--- config.mk ---
export PLATFORM = sky130hd
export DESIGN_NAME = mcu_fsm_flat
export DESIGN_NICKNAME = d
export VERILOG_FILES = /design/src/rtl/mcu_fsm_if.sv /design/src/rtl/mcu_fsm.sv /design/src/flat_wrapper.sv
export SDC_FILE = /design/constraint.sdc
export NUM_CORES = 1
export LEC_CHECK = 0
export BUFFER_PORTS_ARGS = -buffer_cell sky130_fd_sc_hd__buf_2
export CAP_MARGIN = 10
export CORE_ASPECT_RATIO = 1.25
export CORE_UTILIZATION = 50
export DETAILED_ROUTE_END_ITERATION = 6
export PLACE_DENSITY = 0.79
export SLEW_MARGIN = 0
export SYNTH_ARGS = -nofsm -noshare
export SYNTH_HDL_FRONTEND = slang
export SYNTH_SLANG_ARGS = --single-unit
--- constraint.sdc ---
create_clock -name clk -period 3.4 [get_ports clk]
set_input_delay 0.34 -clock clk [delete_from_list [all_inputs] [get_ports clk]]
set_output_delay 0.34 -clock clk [all_outputs]
set_load 0.01 [all_outputs]
--- src/rtl/mcu_fsm_if.sv ---
// ----------------------------------------------------------------------------
// mcu_fsm_if
// Handshake and status bundle between the main control unit sequencer and
// the rest of the core (instruction memory, LSU, decode unit, PC/IR logic).
//
// Signals:
//   opcode          instruction bits [6:0] from the instruction register
//   imem_req_ready  instruction memory accepts the fetch request
//   imem_rsp_valid  fetched instruction word is present
//   lsu_req_ready   LSU accepts the load/store request
//   lsu_rsp_valid   LSU access complete
//   state           3-bit sequencer state, decoded by the decode unit
//   imem_req_valid  fetch request
//   ir_load         one-cycle instruction-register load strobe
//   lsu_req_valid   LSU request
//   pc_write        one-cycle PC update strobe
//   retire          one-cycle retire strobe
//   retire_count    retired-instruction counter (RETIRE_W bits)
//   halt            core halted, sticky until reset
//   halt_cause      00 none, 01 illegal opcode, 10 imem timeout, 11 LSU timeout
//
// Modports:
//   master  the sequencer side (drives state and strobes)
//   slave   the environment side (drives opcode and memory handshakes)
// ----------------------------------------------------------------------------
interface mcu_fsm_if #(
    parameter int RETIRE_W = 32
);
    logic [6:0]          opcode;
    logic                imem_req_ready;
    logic                imem_rsp_valid;
    logic                lsu_req_ready;
    logic                lsu_rsp_valid;
    logic [2:0]          state;
    logic                imem_req_valid;
    logic                ir_load;
    logic                lsu_req_valid;
    logic                pc_write;
    logic                retire;
    logic [RETIRE_W-1:0] retire_count;
    logic                halt;
    logic [1:0]          halt_cause;

    modport master (
        input  opcode,
        input  imem_req_ready,
        input  imem_rsp_valid,
        input  lsu_req_ready,
        input  lsu_rsp_valid,
        output state,
        output imem_req_valid,
        output ir_load,
        output lsu_req_valid,
        output pc_write,
        output retire,
        output retire_count,
        output halt,
        output halt_cause
    );

    modport slave (
        output opcode,
        output imem_req_ready,
        output imem_rsp_valid,
        output lsu_req_ready,
        output lsu_rsp_valid,
        input  state,
        input  imem_req_valid,
        input  ir_load,
        input  lsu_req_valid,
        input  pc_write,
        input  retire,
        input  retire_count,
        input  halt,
        input  halt_cause
    );
endinterface

--- src/rtl/mcu_fsm.sv ---
// ----------------------------------------------------------------------------
// mcu_fsm
// Main control unit sequencer of the single-issue RISC-V core. Walks every
// instruction through fetch, decode, an optional load/store access and
// writeback; runs the imem and LSU valid/ready handshakes, counts retired
// instructions and halts on an illegal opcode or a handshake timeout.
//
// Parameters:
//   TIMEOUT_CYCLES  max cycles a handshake state may wait (1..65535)
//   RETIRE_W        width of the retired-instruction counter
//
// Ports:
//   clk    core clock, rising edge
//   rst_n  asynchronous active-low reset
//   bus    mcu_fsm_if.master, handshakes, strobes and status
// ----------------------------------------------------------------------------
module mcu_fsm #(
    parameter int TIMEOUT_CYCLES = 255,
    parameter int RETIRE_W       = 32
) (
    input  logic      clk,
    input  logic      rst_n,
    mcu_fsm_if.master bus
);

    // Encodings are decoded externally by the decode unit, so they are fixed.
    typedef enum logic [2:0] {
        ST_RESET      = 3'b000,
        ST_FETCH_REQ  = 3'b001,
        ST_FETCH_WAIT = 3'b010,
        ST_DECODE     = 3'b011,
        ST_MEM_REQ    = 3'b100,
        ST_MEM_WAIT   = 3'b101,
        ST_WRITEBACK  = 3'b110,
        ST_HALT       = 3'b111
    } state_t;

    localparam logic [1:0] CAUSE_NONE    = 2'b00;
    localparam logic [1:0] CAUSE_ILLEGAL = 2'b01;
    localparam logic [1:0] CAUSE_IMEM    = 2'b10;
    localparam logic [1:0] CAUSE_LSU     = 2'b11;

    localparam logic [15:0] TMO_LAST = 16'(TIMEOUT_CYCLES - 1);

    state_t              state_q;
    state_t              state_d;
    logic [1:0]          cause_q;
    logic [1:0]          cause_d;
    logic [15:0]         tmo_q;
    logic                tmo_hit;
    logic                waiting;
    logic                released_q;
    logic [RETIRE_W-1:0] retire_cnt_q;

    assign tmo_hit = (tmo_q == TMO_LAST);
    assign waiting = (state_q == ST_FETCH_REQ) || (state_q == ST_FETCH_WAIT) ||
                     (state_q == ST_MEM_REQ)   || (state_q == ST_MEM_WAIT);

    // Next-state logic. Each handshake state advances when its awaited
    // signal is seen; otherwise it halts once the wait counter reaches the
    // last allowed cycle. The handshake is tested first so a signal arriving
    // in the timeout cycle still wins.
    always_comb begin
        state_d = state_q;
        cause_d = cause_q;
        case (state_q)
            ST_RESET: begin
                // Hold RESET for the first edge after release so FETCH_REQ
                // appears on the second rising edge.
                if (released_q) begin
                    state_d = ST_FETCH_REQ;
                end
            end
            ST_FETCH_REQ: begin
                if (bus.imem_req_ready) begin
                    state_d = ST_FETCH_WAIT;
                end else if (tmo_hit) begin
                    state_d = ST_HALT;
                    cause_d = CAUSE_IMEM;
                end
            end
            ST_FETCH_WAIT: begin
                if (bus.imem_rsp_valid) begin
                    state_d = ST_DECODE;
                end else if (tmo_hit) begin
                    state_d = ST_HALT;
                    cause_d = CAUSE_IMEM;
                end
            end
            ST_DECODE: begin
                case (bus.opcode)
                    7'b0000011, 7'b0100011: state_d = ST_MEM_REQ;
                    7'b0110111, 7'b0010111, 7'b1101111, 7'b1100111,
                    7'b1100011, 7'b0010011, 7'b0110011: state_d = ST_WRITEBACK;
                    default: begin
                        state_d = ST_HALT;
                        cause_d = CAUSE_ILLEGAL;
                    end
                endcase
            end
            ST_MEM_REQ: begin
                if (bus.lsu_req_ready) begin
                    state_d = ST_MEM_WAIT;
                end else if (tmo_hit) begin
                    state_d = ST_HALT;
                    cause_d = CAUSE_LSU;
                end
            end
            ST_MEM_WAIT: begin
                if (bus.lsu_rsp_valid) begin
                    state_d = ST_WRITEBACK;
                end else if (tmo_hit) begin
                    state_d = ST_HALT;
                    cause_d = CAUSE_LSU;
                end
            end
            ST_WRITEBACK: state_d = ST_FETCH_REQ;
            ST_HALT:      state_d = ST_HALT;
            default:      state_d = ST_RESET;
        endcase
    end

    // State, halt cause, wait counter and retire counter. The wait counter
    // restarts on every state change and only advances while a handshake
    // state is stalled, so it always measures the current wait.
    always_ff @(posedge clk or negedge rst_n) begin
        if (!rst_n) begin
            state_q      <= ST_RESET;
            cause_q      <= CAUSE_NONE;
            tmo_q        <= '0;
            released_q   <= 1'b0;
            retire_cnt_q <= '0;
        end else begin
            state_q    <= state_d;
            cause_q    <= cause_d;
            released_q <= 1'b1;
            if (state_d != state_q) begin
                tmo_q <= '0;
            end else if (waiting) begin
                tmo_q <= tmo_q + 16'd1;
            end
            if (state_q == ST_WRITEBACK) begin
                retire_cnt_q <= retire_cnt_q + RETIRE_W'(1);
            end
        end
    end

    // Moore decodes of the state register; only ir_load looks at an input.
    assign bus.state          = state_q;
    assign bus.imem_req_valid = (state_q == ST_FETCH_REQ);
    assign bus.ir_load        = (state_q == ST_FETCH_WAIT) && bus.imem_rsp_valid;
    assign bus.lsu_req_valid  = (state_q == ST_MEM_REQ);
    assign bus.pc_write       = (state_q == ST_WRITEBACK);
    assign bus.retire         = (state_q == ST_WRITEBACK);
    assign bus.retire_count   = retire_cnt_q;
    assign bus.halt           = (state_q == ST_HALT);
    assign bus.halt_cause     = cause_q;

endmodule

--- src/flat_wrapper.sv ---
// flat-port wrapper written by rule: the top's interface ports become plain ports
module mcu_fsm_flat 
#(
    parameter int TIMEOUT_CYCLES = 255,
    parameter int RETIRE_W       = 32
)
  (clk, rst_n, bus_opcode, bus_imem_req_ready, bus_imem_rsp_valid, bus_lsu_req_ready, bus_lsu_rsp_valid, bus_state, bus_imem_req_valid, bus_ir_load, bus_lsu_req_valid, bus_pc_write, bus_retire, bus_retire_count, bus_halt, bus_halt_cause);
  mcu_fsm_if #(.RETIRE_W(RETIRE_W)) bus_i ();
  input  logic clk;
  input  logic rst_n;
  input wire logic [$bits(bus_i.opcode)-1:0] bus_opcode;
  input wire logic [$bits(bus_i.imem_req_ready)-1:0] bus_imem_req_ready;
  input wire logic [$bits(bus_i.imem_rsp_valid)-1:0] bus_imem_rsp_valid;
  input wire logic [$bits(bus_i.lsu_req_ready)-1:0] bus_lsu_req_ready;
  input wire logic [$bits(bus_i.lsu_rsp_valid)-1:0] bus_lsu_rsp_valid;
  output wire logic [$bits(bus_i.state)-1:0] bus_state;
  output wire logic [$bits(bus_i.imem_req_valid)-1:0] bus_imem_req_valid;
  output wire logic [$bits(bus_i.ir_load)-1:0] bus_ir_load;
  output wire logic [$bits(bus_i.lsu_req_valid)-1:0] bus_lsu_req_valid;
  output wire logic [$bits(bus_i.pc_write)-1:0] bus_pc_write;
  output wire logic [$bits(bus_i.retire)-1:0] bus_retire;
  output wire logic [$bits(bus_i.retire_count)-1:0] bus_retire_count;
  output wire logic [$bits(bus_i.halt)-1:0] bus_halt;
  output wire logic [$bits(bus_i.halt_cause)-1:0] bus_halt_cause;
  assign bus_i.opcode = bus_opcode;
  assign bus_i.imem_req_ready = bus_imem_req_ready;
  assign bus_i.imem_rsp_valid = bus_imem_rsp_valid;
  assign bus_i.lsu_req_ready = bus_lsu_req_ready;
  assign bus_i.lsu_rsp_valid = bus_lsu_rsp_valid;
  assign bus_state = bus_i.state;
  assign bus_imem_req_valid = bus_i.imem_req_valid;
  assign bus_ir_load = bus_i.ir_load;
  assign bus_lsu_req_valid = bus_i.lsu_req_valid;
  assign bus_pc_write = bus_i.pc_write;
  assign bus_retire = bus_i.retire;
  assign bus_retire_count = bus_i.retire_count;
  assign bus_halt = bus_i.halt;
  assign bus_halt_cause = bus_i.halt_cause;
  mcu_fsm #(.TIMEOUT_CYCLES(TIMEOUT_CYCLES), .RETIRE_W(RETIRE_W)) u_core (.clk(clk), .rst_n(rst_n), .bus(bus_i));
endmodule
==> run metrics <==
CTS sink cnt between 50 and 60; Seq pwr share 0.453; Max Cap Violations 0; Syn Nets 292; Ys Warns 0; multi-input logic area 1360 µm²; Post-Route Utilization 0.591; asr flop ratio synth 1.00; minimum clock period after layout about 2.3 ns; CTS tree done; Die W between 60 and 70 µm; number of gates resized after cts 0; Post-CTS Hold Buffers 0; Final setup violation count 0; DRT Pass-1 Iters 4; setup repair after global routing missed its margin no; Worst VDD drop 0.000384 V; synthesized instance count 276; post-synthesis sequential area ratio 0.486; count of final hold-check violations 0; Area Growth Syn to Fin 15.0%; Post-DP HPWL 4000 µm; drt wl/cell 13.8 µm; via count roughly 2,200; P_int 1140 µW; Yosys top cell by area dfrtp_1; syn avg cell area 10.1 µm²; critical path's top delay family compound AO/OA/AOI/OAI gates; CP Cell Sequence inv_1, a21o_1, a22oi_1, a311o_1, nand4_4, a211oi_1; status finished, final reports clean; combinational fraction of design power 0.351; initial core utilization 0.514; critical path class reg2reg; Synth top area share 0.486; Hold Crit Class in2async; PwrDens 585 nW/µm²; Post-synth EDFFs 0; Critical-path top delay cell dfrtp_1; CP max stage delay 0.79 ns; cts bufs inserted 5; Leakage 0.00164 µW; Top FF cell, synth dfrtp_1; Routed Wire Length about 5400 µm; Synth Cell Area approximately 2800 µm²; postcts setup bufs 0; H-tree depth 2; first-pass GRT wire length 9100 µm; CORE AREA 5410 µm²; Switching Fraction 0.390; part of the power in the clock network 0.196; measured slew at the worst slew-check pin between 0.9 and 1 ns; Die H roughly 85 µm; Antenna Violating Nets Remaining 0; clk slew on worst S/H paths 0.09 ns; vias in the first global route ~2,100; total inserted antenna cells 0; fin nets 347; # rows 30; Critical Path RT roughly 3.6 ns; Root Driver clkbuf_8; Layout Skew between 0.005 and 0.006 ns; gr ovfl total 0; normalized max-slew margin 0.370; initial DRC count ~110; die area 5860 µm²; switching power around 730 µW; Routability Congestion 0.935; PortBufs 55; DP Cell Count a little under 400; DRC errors left 0; largest buffer count on any clock path 2; Synth cell types 46; antenna violations before repair 0; fmax 429 MHz; #FFs+latches synth 54; largest net degree at the start of global routing 44; Filler cells 472; worst-path fanout max 24; Tot GR Track Use 0.205; startpoint types flip-flop; Tcrit/Tclk final 0.686; Area contributors post-synth dfrtp_1 49%, xor2_1 8.5%, xnor2_1 6.0%, nor2_1 4.5%, nand3_1 3.4%; Buf/Inv on CP 1; Non-Filler Instances a little under 400; Clk Latency, worst-skew pair 0.30 ns; fraction of layout cells with a size suffix above 1 0.217; TNS Setup 0 ns; Critical Path Sink Type flip-flop; Ports 56; crit path DAT roughly 2.6 ns; FF/Latch Area 1350 µm²; via/cell ratio 5.57; fin. max-slew vios 0
## layout by cell type (no fill, tap or decap), types with 5 or more instances in the layout
cell type	n
inv_1	9
xor2_1	27
dfrtp_1	54
nand3_1	19
and3_1	14
buf_2	55
nand4_1	10
nor3_1	8
nand2_1	20
a21oi_1	5
nor2_1	33
clkbuf_8	6
o21ai_0	6
xnor2_1	19
## layout make-up
class | count | area share
repair buffers | 56 | 0.0885
multi-input cells | 205 | 0.424
flip-flops and latches | 54 | 0.423
well taps | 64 | 0.0251
clock buffers | 7 | 0.0270
inverters | 9 | 0.0106
clock inverters | 1 | 0.00157
## synthesized netlist by cell type (3+ instances only)
cell type	instances
a21o_1	3
a21oi_1	5
clkbuf_1	3
nor3_1	8
xnor2_1	19
xor2_1	27
nand2_1	20
o21ai_0	6
dfrtp_1	54
mux2_2	3
and3_1	14
ha_1	3
and4_1	4
nand3_1	19
nor2_1	33
inv_1	9
nand4_1	10
## power by group through the flow
| stage | Sequential (µW) | Combinational [µW] | Clock, µW |
|---|---|---|---|
| after CTS | 843 | 657 | 372 |
| final | 846 | 656 | 365 |
| after detailed placement | 856 | 652 | 0 |
| after floorplan | 803 | 511 | 0 |
| after global placement | 849 | 641 | 0 |
| after global routing | 861 | 730 | 401 |
## worst register-to-register path: cells and delay by family (launching register included)
kind	cells	cell delay [ns]
AOI/OAI and AO/OA	4	1.03
buffers and inverters	1	0.25
DFF	1	0.79
and+or+nand+nor	1	0.16
## through the flow
stage	setup slack, ns	power, µW	hold WS, ns	cell area (µm²)
CTS	1.09	1870	0.218	3200
global placement	1.23	1490	0.452	3100
floorplan	1.45	1310	0.0444	2780
finish	1.07	1870	0.174	3200
detailed placement	1.12	1510	0.463	3100
global route	0.865	1990	0.259	3200
## sequential cells by signal (all words and copies together) (netlist names)
signal and cells:
u_core.bus.halt_cause 2, u_core.bus.retire_count 32, u_core.released_q 1, u_core.bus.state 3, u_core.tmo_q 16
## cell families (layout without fill, tap and decap cells)
| family | count (synthesis) | after routing | synth area share |
|---|---|---|---|
| other | 1 | 1 | 0.00135 |
| muxes | 3 | 3 | 0.0122 |
| and+or+nand+nor | 121 | 121 | 0.237 |
| AOI/OAI and AO/OA | 30 | 30 | 0.0734 |
| buffers and inverters | 17 | 73 | 0.0257 |
| DFF | 54 | 54 | 0.486 |
| adders and majority gates | 3 | 3 | 0.0135 |
| xor gates and xnor gates | 47 | 47 | 0.151 |
## path summary, 6_finish.rpt
kind	from	to	slack (ns)	cells after the start
setup / recovery	u_core.bus.state[0]$_DFF_PN0_	u_core.tmo_q[1]$_DFFE_PN0P_	1.07	6
setup reg to reg	u_core.bus.state[0]$_DFF_PN0_	u_core.tmo_q[1]$_DFFE_PN0P_	1.07	6
min in group clk	bus_imem_req_ready	u_core.bus.state[2]$_DFF_PN0_	0.38	2
hold reg to reg	u_core.bus.retire_count[31]$_DFFE_PN0P_	u_core.bus.retire_count[31]$_DFFE_PN0P_	0.48	1
hold / removal	rst_n	u_core.bus.retire_count[14]$_DFFE_PN0P_	0.17	1
max in group asynchronous	rst_n	u_core.bus.retire_count[20]$_DFFE_PN0P_	2.50	2
## routing by layer
metal,wire length (µm),track usage,part of all wire,vias to the layer above
li1,-,-,-,1065
met1,2320,0.244,0.43,1048
met2,2720,0.350,0.50,84
met3,285,0.0363,0.052,10
met4,122,0.0852,0.022,0
met5,0,0,0,-
No activity file was read; power rests on OpenSTA's default activity.
